==> src/rtl/mem_arb.sv <==
// mem_arb: two-requester arbiter (instruction fetch and load/store) onto a
// single memory port. Only one memory transaction is outstanding at a time.
//
// Ports:
//   clk, reset                       clock, synchronous active-high reset
//   if_req_i, if_adr_i               fetch request and address
//   if_gnt_o, if_rvalid_o, if_rdata_o fetch grant, response valid, instruction
//   ls_req_i, ls_we_i, ls_adr_i,     load/store request, write enable, address,
//   ls_wdata_i, ls_size_i            store data, access size
//   ls_gnt_o, ls_rvalid_o, ls_rdata_o load/store grant, response valid, data
//   flush_i                          drops an outstanding fetch response
//   mem_req_o, mem_we_o, mem_adr_o,  shared memory request
//   mem_wdata_o, mem_size_o
//   mem_gnt_i, mem_rvalid_i, mem_rdata_i memory grant and response
//
// Optional feature: define MEM_ARB_STARVE_GUARD_EN to build the fetch
// starvation guard (after STARVE_MAX consecutive load/store grants taken while
// a fetch waits, the fetch wins the next arbitration). Without it, load/store
// has fixed priority.
//
// state    | meaning
// IDLE     | no transaction; arbitrate and drive winner straight to memory
// WAIT_GNT | request latched, holding mem_req_o until mem_gnt_i
// WAIT_RSP | granted, waiting for mem_rvalid_i to route back to the owner
module mem_arb #(
  parameter int XLEN       = 32,
  parameter int STARVE_MAX = 4
) (
  input  logic            clk,
  input  logic            reset,
  input  logic            if_req_i,
  input  logic [XLEN-1:0] if_adr_i,
  output logic            if_gnt_o,
  output logic            if_rvalid_o,
  output logic [31:0]     if_rdata_o,
  input  logic            ls_req_i,
  input  logic            ls_we_i,
  input  logic [XLEN-1:0] ls_adr_i,
  input  logic [XLEN-1:0] ls_wdata_i,
  input  logic [2:0]      ls_size_i,
  output logic            ls_gnt_o,
  output logic            ls_rvalid_o,
  output logic [XLEN-1:0] ls_rdata_o,
  input  logic            flush_i,
  output logic            mem_req_o,
  output logic            mem_we_o,
  output logic [XLEN-1:0] mem_adr_o,
  output logic [XLEN-1:0] mem_wdata_o,
  output logic [2:0]      mem_size_o,
  input  logic            mem_gnt_i,
  input  logic            mem_rvalid_i,
  input  logic [XLEN-1:0] mem_rdata_i
);

  typedef enum logic [1:0] {IDLE, WAIT_GNT, WAIT_RSP} state_t;
  typedef enum logic {OWN_IF, OWN_LS} owner_t;

  state_t          state;
  owner_t          owner;
  logic            drop_q;
  logic            lat_we;
  logic [XLEN-1:0] lat_adr;
  logic [XLEN-1:0] lat_wdata;
  logic [2:0]      lat_size;

  logic            any_req;
  logic            ls_wins;
  logic            win_we;
  logic [XLEN-1:0] win_adr;
  logic [XLEN-1:0] win_wdata;
  logic [2:0]      win_size;

  assign any_req = if_req_i | ls_req_i;

`ifdef MEM_ARB_STARVE_GUARD_EN
  localparam logic [3:0] STARVE_LIM = 4'(STARVE_MAX);
  logic [3:0] starve_cnt;

  // Fetch overrides load/store only once the budget of skipped turns is used up.
  assign ls_wins = ls_req_i && !(if_req_i && (starve_cnt == STARVE_LIM));

  always_ff @(posedge clk) begin
    if (reset) begin
      starve_cnt <= '0;
    end else if (if_gnt_o) begin
      starve_cnt <= '0;
    end else if (ls_gnt_o && if_req_i && (starve_cnt != 4'hf)) begin
      starve_cnt <= starve_cnt + 4'd1;
    end
  end
`else
  assign ls_wins = ls_req_i;
`endif

  // Fetch is always a 32-bit read.
  always_comb begin
    win_we    = 1'b0;
    win_adr   = if_adr_i;
    win_wdata = '0;
    win_size  = 3'b010;
    if (ls_wins) begin
      win_we    = ls_we_i;
      win_adr   = ls_adr_i;
      win_wdata = ls_wdata_i;
      win_size  = ls_size_i;
    end
  end

  // Outputs are combinational so grant and response add no latency; all of
  // them are forced low while reset is held.
  always_comb begin
    if_gnt_o    = 1'b0;
    if_rvalid_o = 1'b0;
    if_rdata_o  = '0;
    ls_gnt_o    = 1'b0;
    ls_rvalid_o = 1'b0;
    ls_rdata_o  = '0;
    mem_req_o   = 1'b0;
    mem_we_o    = 1'b0;
    mem_adr_o   = '0;
    mem_wdata_o = '0;
    mem_size_o  = '0;
    if (!reset) begin
      case (state)
        IDLE: begin
          if (any_req) begin
            mem_req_o   = 1'b1;
            mem_we_o    = win_we;
            mem_adr_o   = win_adr;
            mem_wdata_o = win_wdata;
            mem_size_o  = win_size;
            if (ls_wins) ls_gnt_o = mem_gnt_i;
            else         if_gnt_o = mem_gnt_i;
          end
        end
        WAIT_GNT: begin
          mem_req_o   = 1'b1;
          mem_we_o    = lat_we;
          mem_adr_o   = lat_adr;
          mem_wdata_o = lat_wdata;
          mem_size_o  = lat_size;
          if (owner == OWN_LS) ls_gnt_o = mem_gnt_i;
          else                 if_gnt_o = mem_gnt_i;
        end
        WAIT_RSP: begin
          if (mem_rvalid_i) begin
            if (owner == OWN_LS) begin
              ls_rvalid_o = 1'b1;
              ls_rdata_o  = mem_rdata_i;
            end else if (!drop_q && !flush_i) begin
              // A flush arriving in the response cycle itself also drops it.
              if_rvalid_o = 1'b1;
              if_rdata_o  = mem_rdata_i[31:0];
            end
          end
        end
        default: ;
      endcase
    end
  end

  always_ff @(posedge clk) begin
    if (reset) begin
      state     <= IDLE;
      owner     <= OWN_IF;
      drop_q    <= 1'b0;
      lat_we    <= 1'b0;
      lat_adr   <= '0;
      lat_wdata <= '0;
      lat_size  <= '0;
    end else begin
      case (state)
        IDLE: begin
          drop_q <= 1'b0;
          if (any_req) begin
            owner     <= ls_wins ? OWN_LS : OWN_IF;
            lat_we    <= win_we;
            lat_adr   <= win_adr;
            lat_wdata <= win_wdata;
            lat_size  <= win_size;
            state     <= mem_gnt_i ? WAIT_RSP : WAIT_GNT;
          end
        end
        WAIT_GNT: begin
          if (flush_i && (owner == OWN_IF)) drop_q <= 1'b1;
          if (mem_gnt_i) state <= WAIT_RSP;
        end
        WAIT_RSP: begin
          if (flush_i && (owner == OWN_IF)) drop_q <= 1'b1;
          if (mem_rvalid_i) begin
            state  <= IDLE;
            drop_q <= 1'b0;
          end
        end
        default: state <= IDLE;
      endcase
    end
  end

endmodule
==> config.mk <==
export PLATFORM = sky130hd
export DESIGN_NAME = mem_arb
export DESIGN_NICKNAME = d
export VERILOG_FILES = /design/src/rtl/mem_arb.sv
export SDC_FILE = /design/constraint.sdc
export NUM_CORES = 1
export LEC_CHECK = 0
export BUFFER_PORTS_ARGS = -buffer_cell sky130_fd_sc_hd__buf_4
export CAP_MARGIN = 5
export CORE_AREA = 2 2 107 109
export CTS_CLUSTER_SIZE = 12
export DETAILED_ROUTE_END_ITERATION = 16
export DIE_AREA = 0 0 109 111
export PLACE_DENSITY = 0.74
export SETUP_SLACK_MARGIN = 0.02
export SKIP_LAST_GASP = 1
export SLEW_MARGIN = 10
export SYNTH_ARGS = -nofsm -noshare
export SYNTH_HDL_FRONTEND = slang
export SYNTH_SLANG_ARGS = --single-unit
==> constraint.sdc <==
create_clock -name clk -period 2.5 [get_ports clk]
set_input_delay 0.5 -clock clk [delete_from_list [all_inputs] [get_ports clk]]
set_output_delay 0.5 -clock clk [all_outputs]
set_load 0.05 [all_outputs]
* After elaboration in Yosys (flattened, before gate mapping) *
Cells that the tools add are included.
W data, S select, Z words.

cells by class
  reduce and logical (&&, ||, !) cells = 8
  mux-type cells = 56
  bitwise logic cells = 2
  equality and inequality tests = 5

operators with widths
  kind                  number
  $mux W32              15
  $pmux W32 S2          2
  $mux W1               25
  $mux W3               3
  $mux W2               4
  $pmux W1 S2           4
  $ne A2 B2 Y1 const B  3
  $pmux W2 S3           1
  $pmux W3 S2           1
  $pmux W1 S3           1
  $reduce_and A3 Y1     1
  $reduce_bool A3 Y1    1
  $eq A2 B1 Y1 const B  1
  $eq A2 B2 Y1 const B  1
  $logic_and A1 B1 Y1   2
  $logic_not A1 Y1      2
  $logic_not A2 Y1      1
  $reduce_and A2 Y1     1
  $not A1 Y1            1
  $or A1 B1 Y1          1

storage, ports and cells
  bits in registers = 72
  output and inout bits = 137
  bits of input ports = 139
  logic and storage cells = 78

* Longest topological paths before layout *
  word-level depth = 7
  gate-level depth with buffers = 7
  mapped depth without buffers = 5

* Worst setup path before layout *
Ideal clock, no wire load.

  kind = reg-to-output
  from = register state[1]
  to = output port if_gnt_o
  data required time = 2.000 ns
  path slack = -0.166 ns
  path buffers = 2
  stages on the path, launching flop included = 7
  arrival time = 2.166 ns
  cells stage by stage = dfxtp_1 > inv_1 > ha_1 > buf_2 > o21bai_1 > clkbuf_1 > nor3_1

between the ends
  cells in the longest elaborated chain, start to end = 3
  elaborated cells on any way between the ends = 4
  classes of those cells = 1 x eq/ne; 2 x mux; 1 x reduce/logical

RTL lines
  what                                                     RTL line  source
  start: declaration                                       58        state_t state;
  start signal: assignment                                 181       state <= mem_gnt_i ? WAIT_RSP : WAIT_GNT;
  $eq A2 B1 Y1 / $logic_not A2 Y1 (equally long branches)  124       case (state)
  $pmux W1 S2 (*)                                          124
  $mux W1 (*)                                              123       if (!reset) begin
  end: declaration                                         33        output logic if_gnt_o,

Every way passes the cells marked *; elsewhere a longest branch is shown, timed or not.

* Worst setup path in the final report *
  from = register state[1]
  to = output port ls_gnt_o

between the ends
  cells in the longest elaborated chain, start to end = 3
  elaborated cells on any way between the ends = 4
  classes of those cells = 1 x eq/ne; 2 x mux; 1 x reduce/logical

RTL lines
  what                                                     RTL line  source
  $eq A2 B1 Y1 / $logic_not A2 Y1 (equally long branches)  124
  $pmux W1 S2 (*)                                          124
  $mux W1 (*)                                              123
  end: declaration                                         41        output logic ls_gnt_o,

Marks and branches as above.

==> results.sh <==
export IMPL_status="finished clean"
export IMPL_placeableCoreArea_mm2=0.01108
export IMPL_grt_antenna_before_repair=1
export IMPL_hold_buffers=0
export IMPL_numClockSinks=72
export IMPL_fillerInstances=995
export IMPL_num_vias=5049
export IMPL_synth_most_common_cell="nand2_1"
export IMPL_synth_cells=598
export IMPL_finalPower_mw=4.352
export IMPL_power_leakage_nw=3.099
export IMPL_drt_vias_per_instance=5.034
export IMPL_gp_congestion=0.8249
export IMPL_clockRootBuffer="clkbuf_16"
export IMPL_fin_hold_ws_ps=437.9
export IMPL_drc_errors=0
export IMPL_synth_nets=743
export IMPL_ant_nets=0
export IMPL_ir_drop_mv=0.3878
export IMPL_overflow=0
export IMPL_seq_area_mm2=0.001443
export IMPL_dr_pass1_iters=4
export IMPL_synth_edf_count=0
export IMPL_critPathMaxFanout=5
export IMPL_drt_wl_total_um=14920
export IMPL_switching_power_mw=1.576
export IMPL_cp_arrival_ps=1890
export IMPL_cts_buffers=9
export IMPL_cap_violations=0
export IMPL_netlist_area_leader_share_pct=34.63
export IMPL_cts_tree="done"
export IMPL_syn_area_per_cell_um2=6.961
export IMPL_async_flop_share_pct=0
export IMPL_fmax_ghz=0.4186
export IMPL_die_h_um=111
export IMPL_path_clk_slew_ps=50
export IMPL_grt_pass1_wl_um=22270
export IMPL_combPwrFrac_pct=38.1
export IMPL_die_area_mm2=0.01210
export IMPL_fin_util_pct=61.48
export IMPL_yosysTopAreaCell="dfxtp_1"
export IMPL_first_global_vias=4628
export IMPL_p_sw_share_pct=36.21
export IMPL_grt_max_degree=69
export IMPL_nets=999
export IMPL_hold_path_class="primary input to flip-flop"
export IMPL_pin_count=276
export IMPL_finalCritPeriodShare_pct=95.55
export IMPL_seqPwrFrac_pct=30.9
export IMPL_dp_hpwl_um=11450
export IMPL_critical_path_class="flip-flop to output pin"
export IMPL_drive_above_1_share_pct=42.26
export IMPL_synth_area_top_cells="dfxtp_1 35%, nand2_1 18%, a21oi_1 16%"
export IMPL_drv_slew=0
export IMPL_yosys_register_bits=72
export IMPL_initial_core_util_pct=37.58
export IMPL_ys_seq_area_share_pct=34.63
export IMPL_rsz0062_at_grt="yes"
export IMPL_cp_end_kind="output pin"
export IMPL_area_delta_synth_final_pct=63.60
export IMPL_syn_area_mm2=0.004163
export IMPL_grt_usage_pct=23.26
export IMPL_relSlewSlack_pct=52.67
export IMPL_htree_levels=3
export IMPL_final_cells=1003
export IMPL_port_buffers=275
export IMPL_multi_input_area_mm2=0.002574
export IMPL_dpl_cell_count=983
export IMPL_hold_viol=0
export IMPL_wl_per_cell_um=14.88
export IMPL_clockBufferDepth=2
export IMPL_synth_warning_count=0
export IMPL_finalSetupViolations=0
export IMPL_internal_power_mw=2.776
export IMPL_p_per_area_mw_per_mm2=639.0
export IMPL_synth_distinct_cells=28
export IMPL_required_ps=2000
export IMPL_skew_ps=4.726
export IMPL_fin_crit_ps=2389
export IMPL_clock_latency_ps=320
export IMPL_clockPowerShare_pct=31.0
export IMPL_synthFlopType="dfxtp_1"
export IMPL_cp_start_kind="flip-flop"
export IMPL_yosys_top_cells_count="201 x nand2_1, 137 x a21oi_1, 72 x dfxtp_1, 65 x and2_1, 34 x mux2_2"
export IMPL_timing_setup_tns_ps=0
export IMPL_drt_iter0_drc=198
export IMPL_dieWidth_um=109
export IMPL_tightest_slew_ps=709.9
export IMPL_row_count=39
==> cells by family after synthesis <==
group / Yosys count / synth area share [%]
and+or+nand+nor: 284 / 30.27
AOI/OAI and AO/OA: 148 / 18.40
DFF: 72 / 34.63
buffers and inverters: 54 / 5.711
muxes: 34 / 9.198
adders and majority gates: 6 / 1.803
==> power by group through the flow <==
stage / registers [mW] / logic (mW) / clock network, mW
after floorplan: 1.35 / 1.05 / 0
after global placement: 1.36 / 1.58 / 0
after detailed placement: 1.37 / 1.61 / 0
after CTS: 1.34 / 1.62 / 1.38
after global routing: 1.36 / 1.77 / 1.43
final: 1.34 / 1.66 / 1.35
==> routing by layer <==
metal  part of all wire [%]  up-vias  GRT usage [%]  routed length (um)
li1                       -     2467              -                   -
met4                    3.8        0          11.54                 566
met1                     36     2336          24.74                5389
met3                    8.3       35          5.526                1243
met5                      0        -              0                   0
met2                     52      211          41.90                7724
==> sequential cells by signal, indices dropped and copies added, names as in the netlist <==
| signal | flops |
|---|---|
| lat_we | 1 |
| lat_size | 3 |
| state | 2 |
| lat_adr | 32 |
| drop_q | 1 |
| lat_wdata | 32 |
| owner | 1 |
==> final cells by class <==
| type | instances | area share [%] |
|---|---|---|
| clock inverter | 3 | 0.9554 |
| sequential | 72 | 21.18 |
| inverter | 6 | 0.3307 |
| timing repair buffer | 293 | 33.40 |
| clock buffer | 13 | 3.674 |
| tap | 143 | 2.627 |
| antenna | 1 | 0.03674 |
| multi-input combinational | 472 | 37.79 |
==> cells in the final DEF (no fill, tap or decap), types with 3 or more instances in the layout <==
| cell type | Yosys | routed |
|---|---|---|
| a21oi_1 | 137 | 127 |
| a21oi_2 | 0 | 10 |
| buf_4 | 3 | 286 |
| nand2_1 | 201 | 201 |
| dfxtp_1 | 72 | 71 |
| and2_1 | 65 | 64 |
| buf_12 | 0 | 4 |
| inv_1 | 6 | 4 |
| mux2_2 | 34 | 34 |
| a211oi_1 | 3 | 3 |
| clkbuf_16 | 0 | 10 |
| nor2_1 | 8 | 8 |
| clkbuf_1 | 31 | 3 |
| ha_1 | 6 | 4 |
==> per-stage QoR <==
| stage | worst slack (ps) | cell area [um^2] |
|---|---|---|
| after floorplan | -166.5 | 4202 |
| after global placement | 171.8 | 6421 |
| after detailed placement | 174.2 | 6421 |
| after CTS | 17.35 | 6754 |
| after global routing | 21.19 | 6810 |
| final | 111.2 | 6810 |
==> path summary, 6_finish.rpt <==
check / slack [ps] / startpoint / cells past startpoint / endpoint
worst max-delay path: 110 / state[1]$_SDFFE_PP0P_ / 6 / ls_gnt_o
worst min-delay path: 440 / ls_size_i[1] / 3 / lat_size[1]$_SDFFE_PP0P_
worst max register to register: 640 / state[1]$_SDFFE_PP0P_ / 7 / lat_wdata[17]$_SDFFE_PP0P_
worst min register to register: 450 / lat_wdata[14]$_SDFFE_PP0P_ / 2 / lat_wdata[14]$_SDFFE_PP0P_
==> critical path, stage by stage (launching register included) <==
cell and delay [ps]:
dfxtp_1 330, inv_2 110, ha_2 260, o21bai_4 130, buf_4 180, nor3_2 290
buf_4 260
==> repair_timing <==
| action | 4_1_cts | 5_1_grt |
|---|---|---|
| buffers inserted | 1 | 1 |
| cloned | 0 | 1 |
| endpoints found under the setup margin | 46 | 131 |
| pin swaps | 1 | 1 |
| gates resized for setup | 3 | 9 |
Power figures use the tool's default switching activity.
